===== config.mk =====
export PLATFORM = sky130hd
export DESIGN_NAME = boot_mem_ctrl
export DESIGN_NICKNAME = d
export VERILOG_FILES = /design/src/rtl/boot_mem_ctrl.sv
export SDC_FILE = /design/constraint.sdc
export NUM_CORES = 1
export LEC_CHECK = 0
export CORE_UTILIZATION = 58
export DETAILED_ROUTE_END_ITERATION = 16
export GPL_TIMING_DRIVEN = 1
export PLACE_DENSITY = 0.79
export SLEW_MARGIN = 10
export SYNTH_ARGS = -nofsm -noshare
export SYNTH_HDL_FRONTEND = slang
export SYNTH_SLANG_ARGS = --single-unit

===== constraint.sdc =====
create_clock -name clk -period 2.8 [get_ports clk]
set_input_delay 0.28 -clock clk [delete_from_list [all_inputs] [get_ports clk]]
set_output_delay 0.28 -clock clk [all_outputs]
set_load 0.05 [all_outputs]

===== src/rtl/boot_mem_ctrl.sv =====
// boot_mem_ctrl: boot memory with a ROM image, a scratch region zeroed by a
// reset-time clear sequencer, registered reads and write-error reporting.
//
// Ports:
//   clk      in  system clock, all flops on posedge
//   rst      in  asynchronous active-high reset
//   cs       in  bus select
//   we       in  1 = write, 0 = read (qualified by cs)
//   addr     in  word address (ADDR_W bits)
//   din      in  write data (DATA_W bits)
//   dout     out registered read data, holds last read value
//   dout_vld out one-cycle pulse, dout updated this cycle
//   busy     out clear sequencer running, bus accesses ignored
//   wr_err   out one-cycle pulse, rejected write
//
// Optional feature macro: BOOT_MEM_ROM_PATCH_EN
//   Makes ROM words writable until a sticky lock bit is set by any accepted
//   write to address DEPTH-1. Without it the ROM region is read-only.

module boot_mem_ctrl #(
    parameter int DATA_W    = 16,
    parameter int ADDR_W    = 4,
    parameter int ROM_WORDS = 8,
    parameter logic [DATA_W*ROM_WORDS-1:0] ROM_IMAGE =
        128'h0000_4000_3008_F400_1007_F800_4000_F200
) (
    input  logic              clk,
    input  logic              rst,
    input  logic              cs,
    input  logic              we,
    input  logic [ADDR_W-1:0] addr,
    input  logic [DATA_W-1:0] din,
    output logic [DATA_W-1:0] dout,
    output logic              dout_vld,
    output logic              busy,
    output logic              wr_err
);

    localparam int DEPTH = 1 << ADDR_W;

    typedef enum logic {
        S_CLEAR,
        S_IDLE
    } state_t;

    state_t                    r_state;
    state_t                    w_state_nxt;
    logic [ADDR_W-1:0]         r_clr_ptr;
    logic [DATA_W-1:0]         r_scr [ROM_WORDS:DEPTH-1];
    logic [DATA_W*ROM_WORDS-1:0] w_rom;
    logic [DATA_W-1:0]         w_rom_q;
    logic [DATA_W-1:0]         w_rdata;
    logic                      w_busy;
    logic                      w_clr_last;
    logic                      w_rom_hit;
    logic                      w_rd;
    logic                      w_wr;
    logic                      w_scr_wr;
    logic                      w_rom_wr;
    logic                      w_wr_err;

    // FSM state register
    always_ff @(posedge clk or posedge rst) begin
        if (rst) begin
            r_state <= S_CLEAR;
        end else begin
            r_state <= w_state_nxt;
        end
    end

    // FSM next state and sequencer controls
    always_comb begin
        w_state_nxt = r_state;
        w_busy      = 1'b0;
        w_clr_last  = 1'b0;
        unique case (r_state)
            S_CLEAR: begin
                w_busy     = 1'b1;
                w_clr_last = (r_clr_ptr == ADDR_W'(DEPTH - 1));
                if (w_clr_last) begin
                    w_state_nxt = S_IDLE;
                end
            end
            S_IDLE: begin
                w_state_nxt = S_IDLE;
            end
        endcase
    end

    // Clear pointer walks the scratch region once after reset
    always_ff @(posedge clk or posedge rst) begin
        if (rst) begin
            r_clr_ptr <= ADDR_W'(ROM_WORDS);
        end else if (w_busy) begin
            r_clr_ptr <= r_clr_ptr + 1'b1;
        end
    end

    // Bus decode: nothing is accepted while the sequencer runs
    assign w_rom_hit = (addr < ADDR_W'(ROM_WORDS));
    assign w_rd      = !w_busy && cs && !we;
    assign w_wr      = !w_busy && cs && we;
    assign w_scr_wr  = w_wr && !w_rom_hit;
    assign w_wr_err  = w_wr && w_rom_hit && !w_rom_wr;

`ifdef BOOT_MEM_ROM_PATCH_EN
    logic                        r_lock;
    logic [DATA_W*ROM_WORDS-1:0] r_rom;

    assign w_rom_wr = w_wr && w_rom_hit && !r_lock;

    // Patchable ROM, reloaded from the image on every reset
    always_ff @(posedge clk or posedge rst) begin
        if (rst) begin
            r_rom  <= ROM_IMAGE;
            r_lock <= 1'b0;
        end else begin
            if (w_rom_wr) begin
                r_rom[int'(addr)*DATA_W +: DATA_W] <= din;
            end
            // Lock is sticky until reset; the lock write still stores din
            if (w_scr_wr && (addr == ADDR_W'(DEPTH - 1))) begin
                r_lock <= 1'b1;
            end
        end
    end

    assign w_rom = r_rom;
`else
    assign w_rom_wr = 1'b0;
    assign w_rom    = ROM_IMAGE;
`endif

    // Scratch storage is not reset; the sequencer zeroes it instead
    always_ff @(posedge clk) begin
        if (w_busy) begin
            r_scr[r_clr_ptr] <= '0;
        end else if (w_scr_wr) begin
            r_scr[addr] <= din;
        end
    end

    assign w_rom_q = w_rom[int'(addr)*DATA_W +: DATA_W];
    assign w_rdata = w_rom_hit ? w_rom_q : r_scr[addr];

    // Registered read data and status pulses
    always_ff @(posedge clk or posedge rst) begin
        if (rst) begin
            dout     <= '0;
            dout_vld <= 1'b0;
            wr_err   <= 1'b0;
        end else begin
            dout_vld <= w_rd;
            wr_err   <= w_wr_err;
            if (w_rd) begin
                dout <= w_rdata;
            end
        end
    end

    assign busy = w_busy;

endmodule


==> reports/results.tsv, run 1 <==
metric	value	unit
Vias	3542	
slew of the pin with the lowest slew margin	0.6691	ns
Sinks on Clock Net	151	
Worst VDD drop	489.0	uV
status	completed	
routability-driven placement congestion ratio	0.8518	
Avg Cell Area, Syn	16.54	sq um
unique cell type count in the Yosys netlist	51	
Iter 0 DRT Violations	280	
Final Max Tran Viols	0	
IO Pins	43	
Chip Height	104.6	microns
Synth Instances	369	
Synth Warn #	0	
first drt pass iteration count	4	
final WL	13070	microns
crit end category	output port	
P_leak	2.854	nW
post-route ant nets	0	
top cells by count, synth	edfxtp_1, dfrtp_1, nand2_1, nor2_1, mux4_2	
post-layout util	0.7227	
Die X	104.6	microns
vias in the first global route	3699	
placed instance area	6765	sq um
Hold Path Class	in -> async	
unrepaired setup endpoints after global routing	false	
Top FF cell, synth	edfxtp_1	
CTS Buf Count	17	
wire per inst	22.30	microns
final hold violations	0	
Port Buf Inserts	42	
EDFF count, synth	128	
gr usage total	0.2598	
Synth area leaders	edfxtp_1, dfrtp_1, mux4_2	
H-tree Lvls	4	
TritonCTS clock tree	yes	
post-CTS setup buffers	0	
Die ar.	10930	sq um
initial antenna violation count	0	
sequential-to-total area share from yosys stat	0.7244	
fin area	7427	sq um
Yosys reg bits	151	
setup TNS	0	ns
top cell type's share of synthesized area	0.6299	
hold_ws	0.1239	ns
layout net count	462	
count leader, synth	edfxtp_1	
post-cts resize count	0	
placed cell count	554	
worst skew pair latency	0.52	ns
pwr dens	729.4	nW/um^2
total power	5.417	mW
dpl hpwl	7916	microns
clk slew on worst S/H paths	0.06	ns
CTS root buffer	clkbuf_8	
first-pass GRT wire length	20490	microns
ant diodes	0	
WP data required	2.52	ns
startpoint types	flop	
Std-Cell Rows	37	
DRC viols	0	
final setup skew	0.008984	ns
area leader, netlist	edfxtp_1	
via density per instance	6.044	
FFs w/ async S/R, synth	0.1523	
cts hold-fix bufs	0	
area grow syn2layout	21.71	%
# setup viols final	0	
Synthesized Nets	394	
CP Max Fanout	7	
Slew HR	0.5540	
fmax	434.5	MHz
share of cells above drive strength 1	0.1933	
Crit Path Category	reg -> out	
Final Critical Period	2.301	ns
setup ws final	0.4986	ns
Placeable Area	10280	sq um
pin count of the biggest net entering global routing	35	
Tcrit/Tclk final	0.8219	
max-cap viol count	0	
crit path DAT	2.02	ns
Layout Cells excl Fill	586	
worst slack at placement	0.5059	ns
Initial Utilization	0.5937	
clk buf depth	2	
grt total ovfl	0	
mapped cell area	6102	sq um
filler cell count	644	
## flip-flops by register name (all words and copies together) (netlist names)
signal,cells
dout,16
dout_vld,1
r_clr_ptr,4
r_scr,128
r_state,1
wr_err,1
## logic make-up (layout without fill, tap and decap cells)
kind of cell | Yosys count | count (layout) | share of synthesized area
xor gates and xnor gates | 3 | 3 | 0.004307
adders and majority gates | 1 | 1 | 0.002050
AOI/OAI and AO/OA | 64 | 64 | 0.06910
and+or+nand+nor | 80 | 80 | 0.06685
DFF | 151 | 151 | 0.7244
muxes | 42 | 42 | 0.1072
buffers and inverters | 28 | 109 | 0.02604
## metal layers
metal	GRT usage	routed length [microns]	share of wire
met2	0.4030	6536	0.50
met3	0.06425	872	0.067
met5	0	0	0
met1	0.3598	5412	0.41
met4	0.09960	243	0.019
## critical path, stage by stage, from the launching register on
cell,delay (ns)
dfrtp_1,0.47
inv_1,0.20
clkdlybuf4s50_1,0.84
## where the power goes
group | total (mW) | leakage [nW] | switching [mW] | internal (mW)
clock network | 2.53 | 0.311 | 0.819 | 1.71
logic | 0.407 | 0.869 | 0.252 | 0.155
registers | 2.48 | 1.67 | 0.0186 | 2.46
total | 5.42 | 2.85 | 1.09 | 4.33
## layout make-up
class                   instances  area, sq um  share of cell area
flip-flops and latches        151         4420              0.5952
multi-input cells             190         1523              0.2050
repair buffers                 70        625.6             0.08423
clock buffers                  22        432.9             0.05829
clock inverters                10        229.0             0.03083
well taps                     136        170.2             0.02291
inverters                       7        26.28            0.003538
## final timing paths
| path | cells past startpoint | to | startpoint | slack, ns |
|---|---|---|---|---|
| hold reg to reg | 2 | dout[5] | dout[5] | 0.49 |
| min in group clk | 3 | wr_err | we | 0.40 |
| setup reg to reg | 6 | r_scr[10][11] | r_state | 0.84 |
| max in group asynchronous | 3 | r_clr_ptr[3] | rst | 2.37 |
| setup / recovery | 2 | busy | r_state | 0.50 |
| hold / removal | 3 | dout[5] | rst | 0.12 |
## cell usage in the layout, fill, tap and decap left out, drive strengths merged, types with 16 or more instances in the layout
master	Yosys	routed
and2	16	16
nand2	18	18
edfxtp	128	128
clkdlybuf4s50	0	41
dfrtp	22	22
nor2	18	18
buf	15	29
clkbuf	6	22
mux4	17	17
(Power assumes the default switching activity.)
==> run 2, diff against run 1 <==
--- a/config.mk
+++ b/config.mk
@@ -5,10 +5,10 @@
 export SDC_FILE = /design/constraint.sdc
 export NUM_CORES = 1
 export LEC_CHECK = 0
-export CORE_UTILIZATION = 58
+export CORE_UTILIZATION = 52
 export DETAILED_ROUTE_END_ITERATION = 16
 export GPL_TIMING_DRIVEN = 1
-export PLACE_DENSITY = 0.79
+export PLACE_DENSITY = 0.75
 export SLEW_MARGIN = 10
 export SYNTH_ARGS = -nofsm -noshare
 export SYNTH_HDL_FRONTEND = slang
==> constraint.sdc (replaced) <==
create_clock -name clk -period 1.88 [get_ports clk]
set_input_delay 0.188 -clock clk [delete_from_list [all_inputs] [get_ports clk]]
set_output_delay 0.188 -clock clk [all_outputs]
set_load 0.05 [all_outputs]
==> run 2 against run 1 <==
  * Global-route usage is 1.1 points lower
  * Highest routed layer unchanged
  * Total power is 41% higher
  * Final cell count is 5.3% higher
  * Register-to-register slack worse by 0.80 ns
  * Critical path depth is 6 higher
  * Critical endpoint is now r_scr[15][10]
  * Die area is 11% higher
  * First-iteration DRC count is 22% lower
  * Largest power group is now sequential cells
==> reports/results.tsv, run 2 (synthesis gave the netlist of run 1 again) <==
metric	value	unit
WP data required	2.06	ns
CTS root buffer	clkbuf_16	
final WL	13420	microns
CP delay by family, top	buffers and inverters	
multi-input gate area in the final layout	1602	sq um
clk buf depth	2	
clk slew on worst S/H paths	0.06	ns
crit-path max cell delay	0.59	ns
final setup skew	0.007435	ns
met2 routed WL	6787	microns
slew of the pin with the lowest slew margin	0.6453	ns
Vias	3621	
Die ar.	12170	sq um
crit end category	flop	
CP Max Fanout	11	
fmax	538.1	MHz
vias in the first global route	3667	
Initial Utilization	0.5344	
Die X	110.3	microns
critical path's most frequent cell	buf_4	
R2R Path End	r_scr[13][3]	
final hold violations	0	
Slew HR	0.5698	
Worst VDD drop	715.1	uV
Crit Path Category	in -> reg	
Largest regs	r_scr: 128 flops, dout: 16 flops, r_clr_ptr: 4 flops	
Iter 0 DRT Violations	218	
CTS Buf Count	17	
post-route ant nets	0	
layout net count	486	
H-tree Lvls	4	
Layout Cells excl Fill	617	
total power	7.614	mW
met3 WL	747	microns
via density per instance	5.869	
setup ws final	0.02157	ns
commonest cells after routing, fill and taps aside	edfxtp_1, clkdlybuf4s50_1, buf_4	
commonest non-fill, non-tap cell in the layout	edfxtp_1	
routability-driven placement congestion ratio	0.8161	
hold_ws	0.1412	ns
pin count of the biggest net entering global routing	24	
TritonCTS clock tree	yes	
startpoint types	input pin	
placed cell count	583	
CP max-delay cell	clkdlybuf4s50_1	
max layer used	met4	
dpl hpwl	9236	microns
area grow syn2layout	27.56	%
Chip Height	110.3	microns
CP Buf/Inv Count	4	
RR Startpoint	r_state	
max reg flops	128	
crit path DAT	2.04	ns
Std-Cell Rows	39	
Tcrit/Tclk final	0.9885	
Final Critical Period	1.858	ns
post-layout util	0.6817	
first-pass GRT wire length	20780	microns
P_leak	2.976	nW
DRC viols	0	
Placeable Area	11420	sq um
first drt pass iteration count	4	
status	completed	
worst slack at placement	-0.3560	ns
critical path, cell by cell	clkdlybuf4s50_1 > and4_1 > buf_4 > nor2_1 > a31oi_1 > buf_4 > nor2_4 > buf_4	
cts hold-fix bufs	0	
# setup viols final	0	
Top reg by flops	r_scr	
gr usage total	0.2490	
filler cell count	764	
Worst R2R Setup Slack	0.04	ns
IO Pins	43	
max-cap viol count	0	
initial antenna violation count	0	
Final Max Tran Viols	0	
sequential cell area	4420	sq um
DRT met1 WL	5548	microns
pwr dens	978.2	nW/um^2
ant diodes	0	
grt total ovfl	0	
Sinks on Clock Net	151	
worst skew pair latency	0.42	ns
Hold Path Class	in -> async	
reg2reg path depth	6	
share of cells above drive strength 1	0.2700	
wire per inst	21.75	microns
Port Buf Inserts	42	
==> run 2: cell types whose count changed in the layout (fill, tap and decap cells not counted), sizes merged <==
cell and change:
clkdlybuf4s50 -1, clkinvlp +3, buf +25, clkinv +5, bufinv -5, clkbuf -3
==> run 2: area by class of cell <==
type / count / share of cell area
sequential: 151 / 0.5679
multi-input combinational: 190 / 0.2058
clock buffer: 19 / 0.05690
tap: 143 / 0.02299
clock inverter: 13 / 0.01688
inverter: 7 / 0.003858
timing repair buffer: 94 / 0.1257
==> run 2: worst max path at each step <==
stage               startpoint       endpoint  slack, ns  cells past startpoint
floorplan              r_state   r_scr[15][0]      0.003                      6
global placement       addr[3]    r_scr[8][6]      -0.32                      5
detailed placement     addr[3]   r_scr[11][9]      -0.36                      5
CTS                    dout[7]        dout[7]       0.04                      1
global route           r_state  r_scr[13][15]      -0.03                      6
finish                 addr[3]  r_scr[15][10]       0.02                      8
==> run 2: per-layer routing <==
metal  GRT usage  vias up
met5           0        -
met3     0.06761       28
met4      0.1090        0
met2      0.4011      127
li1            -     1630
met1      0.3184     1836
==> run 2: worst register-to-register path, cell delays in order (launching register included) <==
cell,delay [ns]
dfrtp_1,0.37
and4_1,0.15
buf_4,0.18
buf_4,0.18
a21oi_1,0.43
nor2_4,0.10
buf_12,0.19
==> run 2: timing repair <==
| action | 4_1_cts | 5_1_grt |
|---|---|---|
| buffers inserted | 0 | 2 |
| setup endpoints to repair | 0 | 37 |
| resized for setup | 0 | 1 |
==> run 2: stage by stage <==
step,setup TNS [ns],instance area [sq um]
after floorplan,0,6180
after global placement,-36.27,7163
after detailed placement,-41.64,7163
after CTS,0,7737
after global routing,-0.3577,7784
final,0,7784
==> run 2: power breakdown <==
group          leakage, nW  internal [mW]  switching (mW)
sequential            1.67           3.66          0.0260
combinational         1.03          0.276           0.394
clock                0.273           1.98            1.28
